`config.mk`:
```
export PLATFORM = sky130hd
export DESIGN_NAME = controle_multiciclo
export DESIGN_NICKNAME = d
export VERILOG_FILES = /design/src/rtl/controle_pkg.sv /design/src/rtl/controle_multiciclo_alu_controle.sv /design/src/rtl/controle_multiciclo.sv
export SDC_FILE = /design/constraint.sdc
export NUM_CORES = 1
export LEC_CHECK = 0
export CORE_MARGIN = 2
export CORE_UTILIZATION = 33
export DETAILED_ROUTE_END_ITERATION = 16
export PLACE_DENSITY = 0.79
export SLEW_MARGIN = 20
export SYNTH_ARGS = -nofsm -noshare
export SYNTH_HDL_FRONTEND = slang
export SYNTH_HIERARCHICAL = 1
export SYNTH_SLANG_ARGS = --single-unit
```
`constraint.sdc`:
```
create_clock -name clock -period 1.3 [get_ports clock]
set_input_delay 0.13 -clock clock [delete_from_list [all_inputs] [get_ports clock]]
set_output_delay 0.13 -clock clock [all_outputs]
set_load 0.02 [all_outputs]
```
`src/rtl/controle_pkg.sv`:
```
// Shared definitions for the multicycle MIPS main control.
// Holds the FSM state encoding, opcode/funct field values, ALU operation
// codes and the datapath mux select values used by the control FSM.
package controle_pkg;

    // State encoding doubles as the debug value on estado.
    typedef enum logic [3:0] {
        S_IDLE     = 4'd0,
        S_FETCH    = 4'd1,
        S_DECODE   = 4'd2,
        S_MEMADR   = 4'd3,
        S_MEMREAD  = 4'd4,
        S_MEMWB    = 4'd5,
        S_MEMWRITE = 4'd6,
        S_EXECUTE  = 4'd7,
        S_ALUWB    = 4'd8,
        S_BRANCH   = 4'd9,
        S_JUMP     = 4'd10,
        S_ADDIEX   = 4'd11,
        S_ADDIWB   = 4'd12,
        S_ILLEGAL  = 4'd13
    } state_t;

    // Opcode field values (instr[31:26]).
    localparam logic [5:0] OP_RTYPE = 6'b000000;
    localparam logic [5:0] OP_LW    = 6'b100011;
    localparam logic [5:0] OP_SW    = 6'b101011;
    localparam logic [5:0] OP_BEQ   = 6'b000100;
    localparam logic [5:0] OP_J     = 6'b000010;
    localparam logic [5:0] OP_ADDI  = 6'b001000;

    // R-type funct field values (instr[5:0]).
    localparam logic [5:0] FN_AND = 6'b100100;
    localparam logic [5:0] FN_OR  = 6'b100101;
    localparam logic [5:0] FN_ADD = 6'b100000;
    localparam logic [5:0] FN_SUB = 6'b100010;
    localparam logic [5:0] FN_SLT = 6'b101010;

    // ALU operation codes driven on aluControlOut.
    localparam logic [3:0] ALU_AND = 4'b0000;
    localparam logic [3:0] ALU_OR  = 4'b0001;
    localparam logic [3:0] ALU_ADD = 4'b0010;
    localparam logic [3:0] ALU_SUB = 4'b0110;
    localparam logic [3:0] ALU_SLT = 4'b0111;

    // ALU B input selects.
    localparam logic [1:0] SRCB_REG     = 2'b00;
    localparam logic [1:0] SRCB_FOUR    = 2'b01;
    localparam logic [1:0] SRCB_IMM     = 2'b10;
    localparam logic [1:0] SRCB_IMM_SH2 = 2'b11;

    // Next-PC selects.
    localparam logic [1:0] PCSRC_ALU    = 2'b00;
    localparam logic [1:0] PCSRC_ALUOUT = 2'b01;
    localparam logic [1:0] PCSRC_JUMP   = 2'b10;

endpackage

```
`src/rtl/controle_multiciclo_alu_controle.sv`:
```
// R-type funct decoder for the multicycle control.
// Ports:
//   i_funct        instr[5:0]
//   o_alu_control  ALU operation code (0000 when funct is unsupported)
//   o_valid        1 when funct is one of AND/OR/ADD/SUB/SLT
import controle_pkg::*;

module alu_controle #(
    parameter int OPW = 6,
    parameter int ACW = 4
) (
    input  logic [OPW-1:0] i_funct,
    output logic [ACW-1:0] o_alu_control,
    output logic           o_valid
);

    always_comb begin
        o_alu_control = ACW'(ALU_AND);
        o_valid       = 1'b1;
        case (i_funct)
            OPW'(FN_AND): o_alu_control = ACW'(ALU_AND);
            OPW'(FN_OR):  o_alu_control = ACW'(ALU_OR);
            OPW'(FN_ADD): o_alu_control = ACW'(ALU_ADD);
            OPW'(FN_SUB): o_alu_control = ACW'(ALU_SUB);
            OPW'(FN_SLT): o_alu_control = ACW'(ALU_SLT);
            default:      o_valid       = 1'b0;
        endcase
    end

endmodule

```
`src/rtl/controle_multiciclo.sv`:
```
// Multicycle MIPS main control FSM (Moore).
// Sequences fetch/decode/execute/memory/writeback and drives every datapath
// enable and mux select. All outputs decode from the state register except
// pcEn, which combines the branch state with the live ALU zero flag.
// Ports:
//   clock, reset           rising-edge clock, async active-high reset
//   opcode, funct          instruction fields from the IR
//   zero                   ALU zero flag (used only in BRANCH)
//   pcEn .. aluControlOut  datapath enables and selects
//   illegal                one-cycle pulse on an unsupported instruction
//   estado                 current state, debug only
import controle_pkg::*;

module controle_multiciclo #(
    parameter int OPW = 6,
    parameter int ACW = 4
) (
    input  logic           clock,
    input  logic           reset,
    input  logic [OPW-1:0] opcode,
    input  logic [OPW-1:0] funct,
    input  logic           zero,
    output logic           pcEn,
    output logic           iorD,
    output logic           memRead,
    output logic           memWrite,
    output logic           irWrite,
    output logic           regDst,
    output logic           memToReg,
    output logic           regWrite,
    output logic           aluSrcA,
    output logic [1:0]     aluSrcB,
    output logic [1:0]     pcSource,
    output logic [ACW-1:0] aluControlOut,
    output logic           illegal,
    output logic [3:0]     estado
);

    state_t         r_state;
    state_t         w_next;
    logic           w_pc_write;
    logic           w_branch;
    logic [ACW-1:0] w_funct_alu;
    logic           w_funct_ok;

    alu_controle #(.OPW(OPW), .ACW(ACW)) u_alu_controle (
        .i_funct       (funct),
        .o_alu_control (w_funct_alu),
        .o_valid       (w_funct_ok)
    );

    always_ff @(posedge clock or posedge reset) begin
        if (reset) r_state <= S_IDLE;
        else       r_state <= w_next;
    end

    // Next-state logic. The IR is not reloaded between DECODE and the end of
    // the instruction, so opcode is still valid in MEMADR for the lw/sw split.
    always_comb begin
        w_next = S_IDLE;
        case (r_state)
            S_IDLE:     w_next = S_FETCH;
            S_FETCH:    w_next = S_DECODE;
            S_DECODE: begin
                case (opcode)
                    OPW'(OP_RTYPE):         w_next = S_EXECUTE;
                    OPW'(OP_LW), OPW'(OP_SW): w_next = S_MEMADR;
                    OPW'(OP_BEQ):           w_next = S_BRANCH;
                    OPW'(OP_J):             w_next = S_JUMP;
                    OPW'(OP_ADDI):          w_next = S_ADDIEX;
                    default:                w_next = S_ILLEGAL;
                endcase
            end
            S_MEMADR:   w_next = (opcode == OPW'(OP_SW)) ? S_MEMWRITE : S_MEMREAD;
            S_MEMREAD:  w_next = S_MEMWB;
            S_MEMWB:    w_next = S_FETCH;
            S_MEMWRITE: w_next = S_FETCH;
            S_EXECUTE:  w_next = w_funct_ok ? S_ALUWB : S_ILLEGAL;
            S_ALUWB:    w_next = S_FETCH;
            S_BRANCH:   w_next = S_FETCH;
            S_JUMP:     w_next = S_FETCH;
            S_ADDIEX:   w_next = S_ADDIWB;
            S_ADDIWB:   w_next = S_FETCH;
            S_ILLEGAL:  w_next = S_FETCH;
            default:    w_next = S_IDLE;
        endcase
    end

    // Output decode from the state register only.
    always_comb begin
        iorD          = 1'b0;
        memRead       = 1'b0;
        memWrite      = 1'b0;
        irWrite       = 1'b0;
        regDst        = 1'b0;
        memToReg      = 1'b0;
        regWrite      = 1'b0;
        aluSrcA       = 1'b0;
        aluSrcB       = SRCB_REG;
        pcSource      = PCSRC_ALU;
        aluControlOut = ACW'(ALU_AND);
        illegal       = 1'b0;
        w_pc_write    = 1'b0;
        w_branch      = 1'b0;
        case (r_state)
            S_FETCH: begin
                memRead       = 1'b1;
                irWrite       = 1'b1;
                aluSrcB       = SRCB_FOUR;
                aluControlOut = ACW'(ALU_ADD);
                w_pc_write    = 1'b1;
            end
            S_DECODE: begin
                // Branch target precomputed into ALUOut.
                aluSrcB       = SRCB_IMM_SH2;
                aluControlOut = ACW'(ALU_ADD);
            end
            S_MEMADR, S_ADDIEX: begin
                aluSrcA       = 1'b1;
                aluSrcB       = SRCB_IMM;
                aluControlOut = ACW'(ALU_ADD);
            end
            S_MEMREAD: begin
                memRead = 1'b1;
                iorD    = 1'b1;
            end
            S_MEMWB: begin
                regWrite = 1'b1;
                memToReg = 1'b1;
            end
            S_MEMWRITE: begin
                memWrite = 1'b1;
                iorD     = 1'b1;
            end
            S_EXECUTE: begin
                aluSrcA       = 1'b1;
                aluControlOut = w_funct_alu;
            end
            S_ALUWB: begin
                regWrite = 1'b1;
                regDst   = 1'b1;
            end
            S_BRANCH: begin
                aluSrcA       = 1'b1;
                aluControlOut = ACW'(ALU_SUB);
                pcSource      = PCSRC_ALUOUT;
                w_branch      = 1'b1;
            end
            S_JUMP: begin
                pcSource   = PCSRC_JUMP;
                w_pc_write = 1'b1;
            end
            S_ADDIWB:  regWrite = 1'b1;
            S_ILLEGAL: illegal  = 1'b1;
            default: ;
        endcase
    end

    assign pcEn   = w_pc_write | (w_branch & zero);
    assign estado = r_state;

endmodule

```
### Word-level counts from Yosys, hierarchy flattened

Index checks and enable logic that the tools add are counted.
W data, S select, Z words.

* flip-flop bits (word level): 4
* input bits: 15
* output and inout port bits: 22
* word-level logic and storage cells: 58

* eq/ne operators: 23
* muxes and demuxes: 20
* bitwise gates (word level): 2
* reduce and logical (&&, ||, !) cells: 12

Operator list (count)
* $eq A6 B6 Y1 const B: 7
* $pmux W4 S7: 1
* $eq A4 B4 Y1 const B: 6
* $pmux W4 S5: 1
* $eq A4 B3 Y1 const B: 4
* $mux W1: 12
* $pmux W3 S4: 1
* $pmux W4 S3: 1
* $reduce_or A2 Y1: 5
* $eq A4 B2 Y1 const B: 2
* $reduce_or A4 Y1: 2
* $reduce_or A8 Y1: 1
* $eq A6 B2 Y1 const B: 1
* $eq A6 B3 Y1 const B: 1
* $eq A6 B4 Y1 const B: 1
* $logic_not A6 Y1: 1
* $pmux W2 S3: 1
* $reduce_or A5 Y1: 1
* $eq A4 B1 Y1 const B: 1
* $logic_not A4 Y1: 1
* $pmux W2 S2: 1
* $mux W3: 1
* $reduce_or A3 Y1: 1
* $mux W2: 1
* other kinds (2): 2

### Longest topological paths before layout

Gate-level depths: netlist of the first run.

* depth in word-level cells: 5
* gate-level depth with buffers: 6
* gate-level depth less buffers: 6

### Cells and area by module

Netlist of the first run, hierarchy kept.

Modules (own cells, without submodules)
* controle_multiciclo: times used 1, cells an instance 82, area an instance 551.8 µm², seq. area each 100.1 µm²
* alu_controle: times used 1, cells an instance 11, area an instance 81.3 µm², seq. area each 0.0 µm²

### Worst setup path after synthesis of the first run

OpenSTA, ideal clock, no wires.

* path kind: reg-to-output
* start point: register r_state[0], in the netlist estado[0]
* end point: output port memRead
* arrival: 1.549 ns
* required time: 1.170 ns
* slack: -0.379 ns
* cell stages (with the launch flop): 5
* buffers on the path: 2
* cell sequence: dfrtp_1 -> clkbuf_1 -> clkbuf_1 -> xnor2_1 -> nor3_1

* cells in the longest elaborated chain, start to end: 3
* elaborated cells between the ends (all ways): 4
* classes of those cells: eq/ne: 2; mux: 1; reduce/logical: 1

RTL lines
* start: declaration: line controle_multiciclo.sv:39 `state_t r_state;`
* start signal: assignment: line controle_multiciclo.sv:54 `else r_state <= w_next;`
* $eq A4 B3 Y1 / $eq A4 B1 Y1 (equally long branches): line controle_multiciclo.sv:105 `case (r_state)`
* $reduce_or A2 Y1 (no source line) *
* $mux W1 *: line controle_multiciclo.sv:105
* end: declaration: line controle_multiciclo.sv:25 `output logic memRead,`

Mark *: on every way between the ends. The rest lies on a longest branch, timed or not.

### Worst setup path after layout of the first run

* start point: register r_state[2], in the netlist estado[2]
* end point: output port aluControlOut[2]

* cells in the longest elaborated chain, start to end: 3
* elaborated cells between the ends (all ways): 8
* classes of those cells: eq/ne: 6; mux: 1; reduce/logical: 1

RTL lines
* $eq A4 B2 Y1, or another cell as far along: line controle_multiciclo.sv:105
* $reduce_or A4 Y1 (no source line)
* $pmux W4 S3 *: line controle_multiciclo.sv:105
* end: declaration: line controle_multiciclo.sv:34 `output logic [ACW-1:0] aluControlOut,`

Marked as above.

==> results of run 1 <==
-- logic make-up after synthesis --
group,synth area share
and+or+nand+nor,0.411
AOI/OAI and AO/OA,0.259
buffers and inverters,0.101
DFF,0.158
xor gates and xnor gates,0.0415
muxes,0.0237
other,0.00592
-- metrics by stage --
step / hold slack, ns / setup WS [ns] / util / total power, mW
after global placement: 0.318 / -0.850 / 0.746 / 2.64
after global routing: 0.136 / -0.265 / 0.950 / 4.09
final: 0.125 / -0.226 / 0.950 / 3.95
after CTS: 0.0850 / -0.144 / 0.884 / 3.36
after floorplan: -0.104 / -0.0668 / - / 1.64
after detailed placement: 0.338 / -0.906 / 0.746 / 2.70
-- cells in the final DEF, fill, tap and decap left out, types with 2 or more instances in the layout --
cell,instances
buf_4,29
clkdlybuf4s50_1,4
dfrtp_2,4
and4_1,2
o21ai_0,3
nand2b_4,4
nor2_4,7
clkbuf_2,6
a21oi_1,2
nor2b_4,2
nor2_2,3
buf_6,31
a2111oi_4,3
clkbuf_4,3
nand3_1,3
nor4_2,4
a211oi_4,2
nand2_1,2
a21oi_2,4
nand2_2,4
nor3_4,2
a22o_1,2
dlygate4sd2_1,4
inv_1,4
o21ai_2,2
clkdlybuf4s15_1,2
-- worst register-to-register path, cell delays in order, from the launching register on --
cell and delay, ns:
dfrtp_2 0.49, buf_4 0.17, buf_4 0.13, o21ai_0 0.30
nand3_1 0.17, o311ai_2 0.11
-- worst min-delay path by stage --
stage,from,endpoint,slack (ns),cells after the start
2_1_floorplan,reset,estado[0],-0.10,1
6_report,reset,estado[2],0.12,2
5_1_grt,reset,estado[2],0.14,2
4_1_cts,reset,estado[2],0.09,2
3_5_place_dp,reset,estado[1],0.34,2
3_3_place_gp,reset,estado[1],0.32,2
-- metal layers --
| layer | GRT usage | wire length (µm) | vias up |
|---|---|---|---|
| met2 | 0.568 | 2240 | 126 |
| met3 | 0.0491 | 425 | 38 |
| met1 | 0.332 | 1560 | 569 |
| met4 | 0.162 | 274 | 0 |
| met5 | 0 | 0 | - |
| li1 | - | - | 481 |
-- final cells by class --
cell class | count | area, µm² | share of cell area
Multi-Input combinational cell | 75 | 785 | 0.468
Clock buffer | 3 | 22.5 | 0.0134
Sequential cell | 4 | 105 | 0.0627
Timing Repair Buffer | 77 | 712 | 0.425
Tap cell | 25 | 31.3 | 0.0187
Inverter | 5 | 21.3 | 0.0127
-- power by group --
group	internal, mW	switching (mW)
logic	1.65	1.78
clock network	0.104	0.0664
registers	0.193	0.153
-- repair_timing --
item	in CTS	in global routing
pin swaps	16	14
resized for setup	158	46
hold buffers	0	0
endpoints found under the setup margin	25	25
buffers inserted	7	3
==> flow_summary.toml, run 1 <==
[critical_path]
crit_path_cell_trace = "inv_4 -> nand2_2 -> o22ai_1 -> and2_1 -> buf_6"
end_kind = "primary output"
timing.critical_path.to = "aluControlOut[2]"
r2r-end = "estado[2]"
crit_cells = 5
crit_start = "estado[2]"
cp_data_required_time_ns = 1.17
slowest_stage = "dfrtp_2"
cp.arrival_ns = 1.40
path_buf_inv = 2
r2r-start = "estado[3]"
worst_path_largest_cell_delay_ns = 0.49
worst-r2r-setup-slack_ns = -0.19
crit_family = "flip-flops"
reg2reg_depth = 5
setup.worst_path.start_class = "flip-flop"
critPathMaxFanout = 6
critical_path_class = "reg2out"

[placement]
io_buffers = 35
placed_area_um2 = 1320
dp.cells = 179
place.gp.congestion = 0.859
hpwl_mm = 1.93

[detailed_routing]
route.vias.total = 1214
drt_iter0_markers = 47
wl_mm = 4.50
ant_nets = 0
via_per_inst = 6.42
wl_per_cell_um = 23.8
drc_errors = 0
first_pass_iters = 6

[clock_tree]
clkSlewWorstSetupHoldPaths_ns = 0.05
cts_root_buffer = "clkbuf_4"
tritoncts = "built"
cts.sinks = 4
htree_levels = 1
numCtsBuffers = 3
clkLatencyLatePin_ns = 0.25
cts_buffer_depth = 2

[timing]
setup_violations = 22
finalSetupTns_ns = -3.25
finalCriticalPeriod_ns = 1.53
setup_slack_ns = -0.226
clock_skew_ns = 0.00605
rsz0062_at_grt = "yes"
drv_slew = 0
hold_viol = 0
max_freq_mhz = 655
fin_crit_sh = 1.17

[global_routing]
grt_usage = 0.308
grt_max_degree = 10
antenna_found_initial = 0
grt_pass1_wl_mm = 4.83
first_global_vias = 1066
grt-ovfl-total = 0

[synth]
yosysTopAreaCell = "dfrtp_1"
synth.yosys.seq_area_share = 0.158
syn_avg_cell_area_um2 = 6.81
synth_top_area_share = 0.158
synth_area_leaders = "dfrtp_1 16%, nor2_1 6.5%, nand2b_1 4.9%"
synth_ff_type = "dfrtp_1"
synth_edf_count = 0
syn_area_um2 = 633
synth_nets = 108
yosysWarningCount = 6
synthTopCellsByCount = "11 x nor2_1, 7 x clkbuf_1, 6 x a21oi_1, 6 x nand2_1"
synth_cell_types = 34
async_reset_ff_frac = 1.00
ys_seq_elements = 4
synth.most_common_cell = "nor2_1"
syn_inst = 93

[layout]
final_cell_area_um2 = 1680
antenna_cells = 0
layout.nets = 181
largest_reg_flops = 4
area_delta_synth_final_pct = 165
drive_above_1_share = 0.738
num-fill-cells = 47
final_cells = 189

[pwr]
ir_worst_vdd_uv = 1590
power_density_nw_per_um2 = 2350
leakage_nw = 0.696

[floorplan]
initial_utilization = 0.359
fp.coreArea_um2 = 1760
num_rows = 15
dieWidth_um = 47.8
ioPinCount = 37
die_y_um = 47.8
die-area_um2 = 2280

[worst_hold_path]
worst_hold_path_type = "in2async"

[run_status]
status = "finished, violations left"
violations = "setup timing"

[job]
cap_violations = 0
No activity file was read; power rests on OpenSTA's default activity.
==> run 2, diff against run 1 <==
--- a/config.mk
+++ b/config.mk
@@ -8,7 +8,9 @@
 export CORE_MARGIN = 2
 export CORE_UTILIZATION = 33
 export DETAILED_ROUTE_END_ITERATION = 16
+export GPL_TIMING_DRIVEN = 1
 export PLACE_DENSITY = 0.79
+export RECOVER_POWER = 25
 export SLEW_MARGIN = 20
 export SYNTH_ARGS = -nofsm -noshare
 export SYNTH_HDL_FRONTEND = slang
==> run 2 against run 1 <==
- the flow still finishes with violations (setup timing)
- routed wire length did not move
- first-iteration DRC count stayed put
- non-clock buffer count stayed put
- power hardly changed
- flip-flop and latch count did not move
- largest cell class unchanged
- highest routed layer unchanged
==> flow_summary.toml, run 2 (synthesis gave the netlist of run 1 again) <==
[clock_tree]
cts.sinks = 4
clkSlewWorstSetupHoldPaths_ns = 0.05
hold_buffers = 0
cts_root_buffer = "clkbuf_4"
cts_buffer_depth = 2
htree_levels = 1
numCtsBuffers = 3
clkLatencyLatePin_ns = 0.25
tritoncts = "built"

[pwr]
leakage_nw = 0.697
ir_worst_vdd_uv = 1590
power_density_nw_per_um2 = 2350

[layout]
area_delta_synth_final_pct = 165
final_cell_mix = "31 x buf_6, 29 x buf_4, 7 x nor2_4, 6 x clkbuf_2"
multi_input_area_um2 = 785
final_common_cell = "buf_6"
final_cells = 189
antenna_cells = 0
largest_reg_flops = 4
regArea_um2 = 105
utilization = 0.950
final_cell_area_um2 = 1680
drive_above_1_share = 0.738
layout.nets = 181
num-fill-cells = 47

[placement]
placed_area_um2 = 1320
pre_cts_slack_ns = -0.906
hpwl_mm = 1.93
place.gp.congestion = 0.859
io_buffers = 35
dp.cells = 179

[global_routing]
grt_pass1_wl_mm = 4.83
first_global_vias = 1066
grt_max_degree = 10
grt-ovfl-total = 0
antenna_found_initial = 0
grt_usage = 0.308

[detailed_routing]
dr_wl_met3_um = 425
wl_mm = 4.50
met1Wirelength_mm = 1.56
ant_nets = 0
via_per_inst = 6.42
route.met2.wl_mm = 2.24
drt_iter0_markers = 47
dr.max_layer_used = "met4"
route.vias.total = 1214
first_pass_iters = 6
drc_errors = 0
wl_per_cell_um = 23.8

[timing]
max_freq_mhz = 655
finalCriticalPeriod_ns = 1.53
rsz0062_at_grt = "yes"
fin_crit_sh = 1.17
clock_skew_ns = 0.00605
setup_violations = 22
hold_viol = 0
setup_slack_ns = -0.226
drv_slew = 0

[critical_path]
setup.worst_path.start_class = "flip-flop"
end_kind = "primary output"
critical_path_class = "reg2out"
critPathMaxFanout = 6
cp.arrival_ns = 1.40
cp_data_required_time_ns = 1.17

[floorplan]
fp.coreArea_um2 = 1760
dieWidth_um = 47.8
die_y_um = 47.8
ioPinCount = 37
die-area_um2 = 2280
num_rows = 15
initial_utilization = 0.359

[run_status]
violations = "setup timing"
status = "finished, violations left"

[worst_hold_path]
worst_hold_path_type = "in2async"

[job]
cap_violations = 0
## run 2: cell count changes in the layout (fill, tap and decap cells not counted)
cell             previous run  this run
clkdlybuf4s50_1             4         3
dlygate4sd3_1               0         1
## run 2: timing repair
| item | in CTS | in global routing |
|---|---|---|
| buffers inserted | 7 | 3 |
| endpoints found under the setup margin | 25 | 25 |
| pin swaps | 16 | 14 |
| gates resized for setup | 158 | 46 |
## run 2: worst max-delay path: stages (launching register included)
cell and delay (ns):
dfrtp_2 0.49, inv_4 0.12, nand2_2 0.07, o22ai_1 0.16
and2_1 0.18, buf_6 0.12
## run 2: layer usage
metal | GRT usage | up-vias
li1 | - | 481
met1 | 0.332 | 569
met2 | 0.568 | 126
met3 | 0.0491 | 38
met4 | 0.162 | 0
met5 | 0 | -
## run 2: cell type report
type                    count  share of cell area
repair buffers             77               0.425
clock buffers               3              0.0134
multi-input cells          75               0.468
inverters                   5              0.0127
flip-flops and latches      4              0.0627
well taps                  25              0.0187
## run 2: through the flow
step	hold WS, ns	power (mW)	setup TNS (ns)
3_3_place_gp	0.318	2.64	-8.10
2_1_floorplan	-0.104	1.64	-0.202
3_5_place_dp	0.338	2.70	-8.94
4_1_cts	0.0850	3.36	-2.02
5_1_grt	0.266	4.09	-3.99
6_report	0.255	3.95	-3.25
## run 2: worst paths after layout
check	from	to	slack (ns)	cells after the start
setup / recovery	estado[2]	aluControlOut[2]	-0.23	5
hold / removal	reset	estado[2]	0.25	2
setup reg to reg	estado[3]	estado[2]	-0.19	5
hold reg to reg	estado[1]	estado[2]	0.78	2
max in group asynchronous	reset	estado[1]	0.86	2
min in group clock	opcode[0]	estado[0]	0.59	5
## run 2: power by group
group / internal [mW] / switching [mW] / total (mW)
combinational: 1.65 / 1.78 / 3.43
sequential: 0.193 / 0.153 / 0.346
clock: 0.104 / 0.0664 / 0.171
==> run 3, diff against run 2 <==
--- a/config.mk
+++ b/config.mk
@@ -5,11 +5,13 @@
 export SDC_FILE = /design/constraint.sdc
 export NUM_CORES = 1
 export LEC_CHECK = 0
+export CELL_PAD_IN_SITES_DETAIL_PLACEMENT = 1
+export CELL_PAD_IN_SITES_GLOBAL_PLACEMENT = 1
 export CORE_MARGIN = 2
-export CORE_UTILIZATION = 33
+export CORE_UTILIZATION = 22
 export DETAILED_ROUTE_END_ITERATION = 16
 export GPL_TIMING_DRIVEN = 1
-export PLACE_DENSITY = 0.79
+export PLACE_DENSITY = 0.8
 export RECOVER_POWER = 25
 export SLEW_MARGIN = 20
 export SYNTH_ARGS = -nofsm -noshare
==> run 3 against run 2 <==
- the flow still finishes with violations (setup timing)
- power down 9.0%
- clock power down 8%
- largest power group unchanged
- critical endpoint is now estado[0]
- via count down 13%
- clock skew down 0.0055 ns
- cell count up 5.8%
- combinational power down 9.0%
- clock-buffer cell count unchanged
- non-clock buffer count up 5
- highest routed layer unchanged
- flip-flop and latch count unchanged
- fmax about the same
- setup slack about the same
- cell area down 4.6%
==> flow_summary.toml, run 3 (synthesis gave the netlist of run 1 again) <==
[run_status]
status = "finished, violations left"
violations = "setup timing"

[pwr]
p_int_mw = 1.87
p_clk_frac = 0.044
ir_worst_vdd_uv = 1780
leakage_nw = 0.683
p_comb_frac = 0.868
p_switching_mw = 1.73
switching_share = 0.481
power_density_nw_per_um2 = 2250
pwr-share-seq = 0.088
p_total_mw = 3.59

[layout]
final_cell_mix = "44 x buf_4, 19 x buf_6, 6 x nor2_2, 6 x nand2_1, 5 x clkbuf_2"
layout.nets = 186
utilization = 0.585
drive_above_1_share = 0.675
largest_reg_flops = 4
area_delta_synth_final_pct = 153
antenna_cells = 0
final_cells = 200
final_common_cell = "buf_4"

[clock_tree]
cts_buffer_depth = 2
clkSlewWorstSetupHoldPaths_ns = 0.04
cts.sinks = 4
numCtsBuffers = 3
htree_levels = 1
hold_buffers = 0
tritoncts = "built"
clkLatencyLatePin_ns = 0.23
cts_root_buffer = "clkbuf_4"

[critical_path]
crit_start = "funct[4]"
critPathMaxFanout = 3
critical_path_class = "in2reg"
slowest_stage = "a2111oi_1"
cp.arrival_ns = 1.61
crit_path_cell_trace = "dlygate4sd2_1 -> nand2b_4 -> buf_6 -> a2111oi_1 -> buf_4 -> a22o_1 -> nand2_1 -> o21ai_0 -> nand3_1"
setup.worst_path.start_class = "primary input"
r2r-start = "estado[3]"
end_kind = "flip-flop"
cp_data_required_time_ns = 1.39
worst_path_largest_cell_delay_ns = 0.35

[floorplan]
initial_utilization = 0.232
fp.coreArea_um2 = 2730
die_y_um = 57.6
num_rows = 19
die-area_um2 = 3320
ioPinCount = 37
dieWidth_um = 57.6

[placement]
pre_cts_slack_ns = -0.903
place.gp.congestion = 0.781
dp.cells = 184
io_buffers = 35
hpwl_mm = 2.23

[global_routing]
grt_max_degree = 10
antenna_found_initial = 0
grt_usage = 0.198
grt-ovfl-total = 0
grt_pass1_wl_mm = 5.25
first_global_vias = 1117

[detailed_routing]
via_per_inst = 5.27
first_pass_iters = 6
route.vias.total = 1053
drc_errors = 0
wl_per_cell_um = 18.6
drt_iter0_markers = 16
wl_mm = 3.72
ant_nets = 0

[timing]
hold_viol = 0
drv_slew = 0
setup_violations = 20
finalSetupTns_ns = -2.28
fin_crit_sh = 1.17
rsz0062_at_grt = "yes"
max_freq_mhz = 656
clock_skew_ns = 0.000594
finalCriticalPeriod_ns = 1.53
setup_slack_ns = -0.225

[worst_hold_path]
worst_hold_path_type = "in2async"

[job]
cap_violations = 0
run 3: cell types whose count changed in the layout (fill, tap and decap cells not counted), moves of 2 or more:
cell       previous run  this run
a2111oi_4             3         1
nor4_2                4         2
o21ai_1               0         2
buf_6                31        19
buf_4                29        44
nand2_1               2         6
nor2_2                3         6
nand2_2               4         0
nor4_4                0         2
nor2_4                7         3
run 3: final timing paths:
check	endpoint	slack, ns	cells past startpoint
worst max-delay path	estado[0]	-0.23	9
worst min-delay path	estado[2]	0.26	2
worst max register to register	estado[0]	-0.16	6
worst min register to register	estado[2]	0.78	2
max in group asynchronous	estado[3]	0.85	2
min in group clock	estado[2]	0.47	5
run 3: metal layers:
metal / routed length (µm) / track usage / up-vias
met4: 76 / 0.0532 / 0
li1: - / - / 491
met2: 2110 / 0.388 / 36
met5: 0 / 0 / -
met3: 107 / 0.00893 / 10
met1: 1430 / 0.232 / 516
run 3: worst max-delay path: cells and delay by family:
family          cells  cell delay, ns
buf+inv             3            0.53
simple gates        3            0.36
compound gates      3            0.58
run 3: power by group through the flow:
| stage | combinational (mW) | sequential [mW] | clock (mW) |
|---|---|---|---|
| after floorplan | 1.33 | 0.311 | 0 |
| after global placement | 2.34 | 0.293 | 0 |
| after detailed placement | 2.41 | 0.296 | 0 |
| after CTS | 2.62 | 0.318 | 0.160 |
| after global routing | 3.29 | 0.327 | 0.170 |
| final | 3.12 | 0.316 | 0.157 |
run 3: final cells by class:
| cell class | instances | area [µm²] |
|---|---|---|
| Fill cell | 323 | 1130 |
| Tap cell | 31 | 38.8 |
| Inverter | 5 | 18.8 |
| Sequential cell | 4 | 105 |
| Timing Repair Buffer | 82 | 721 |
| Clock buffer | 3 | 22.5 |
| Multi-Input combinational cell | 75 | 693 |
run 3: timing repair:
item / 4_1_cts / 5_1_grt
gates resized for setup: 131 / 43
buffers inserted: 7 / 7
pin swaps: 12 / 15
setup endpoints to repair: 25 / 24
run 3: metrics by stage:
stage / hold slack [ns] / area [µm²]
after floorplan: -0.104 / 756
after global placement: 0.320 / 1320
after detailed placement: 0.338 / 1320
after CTS: 0.0873 / 1460
after global routing: 0.273 / 1600
final: 0.263 / 1600
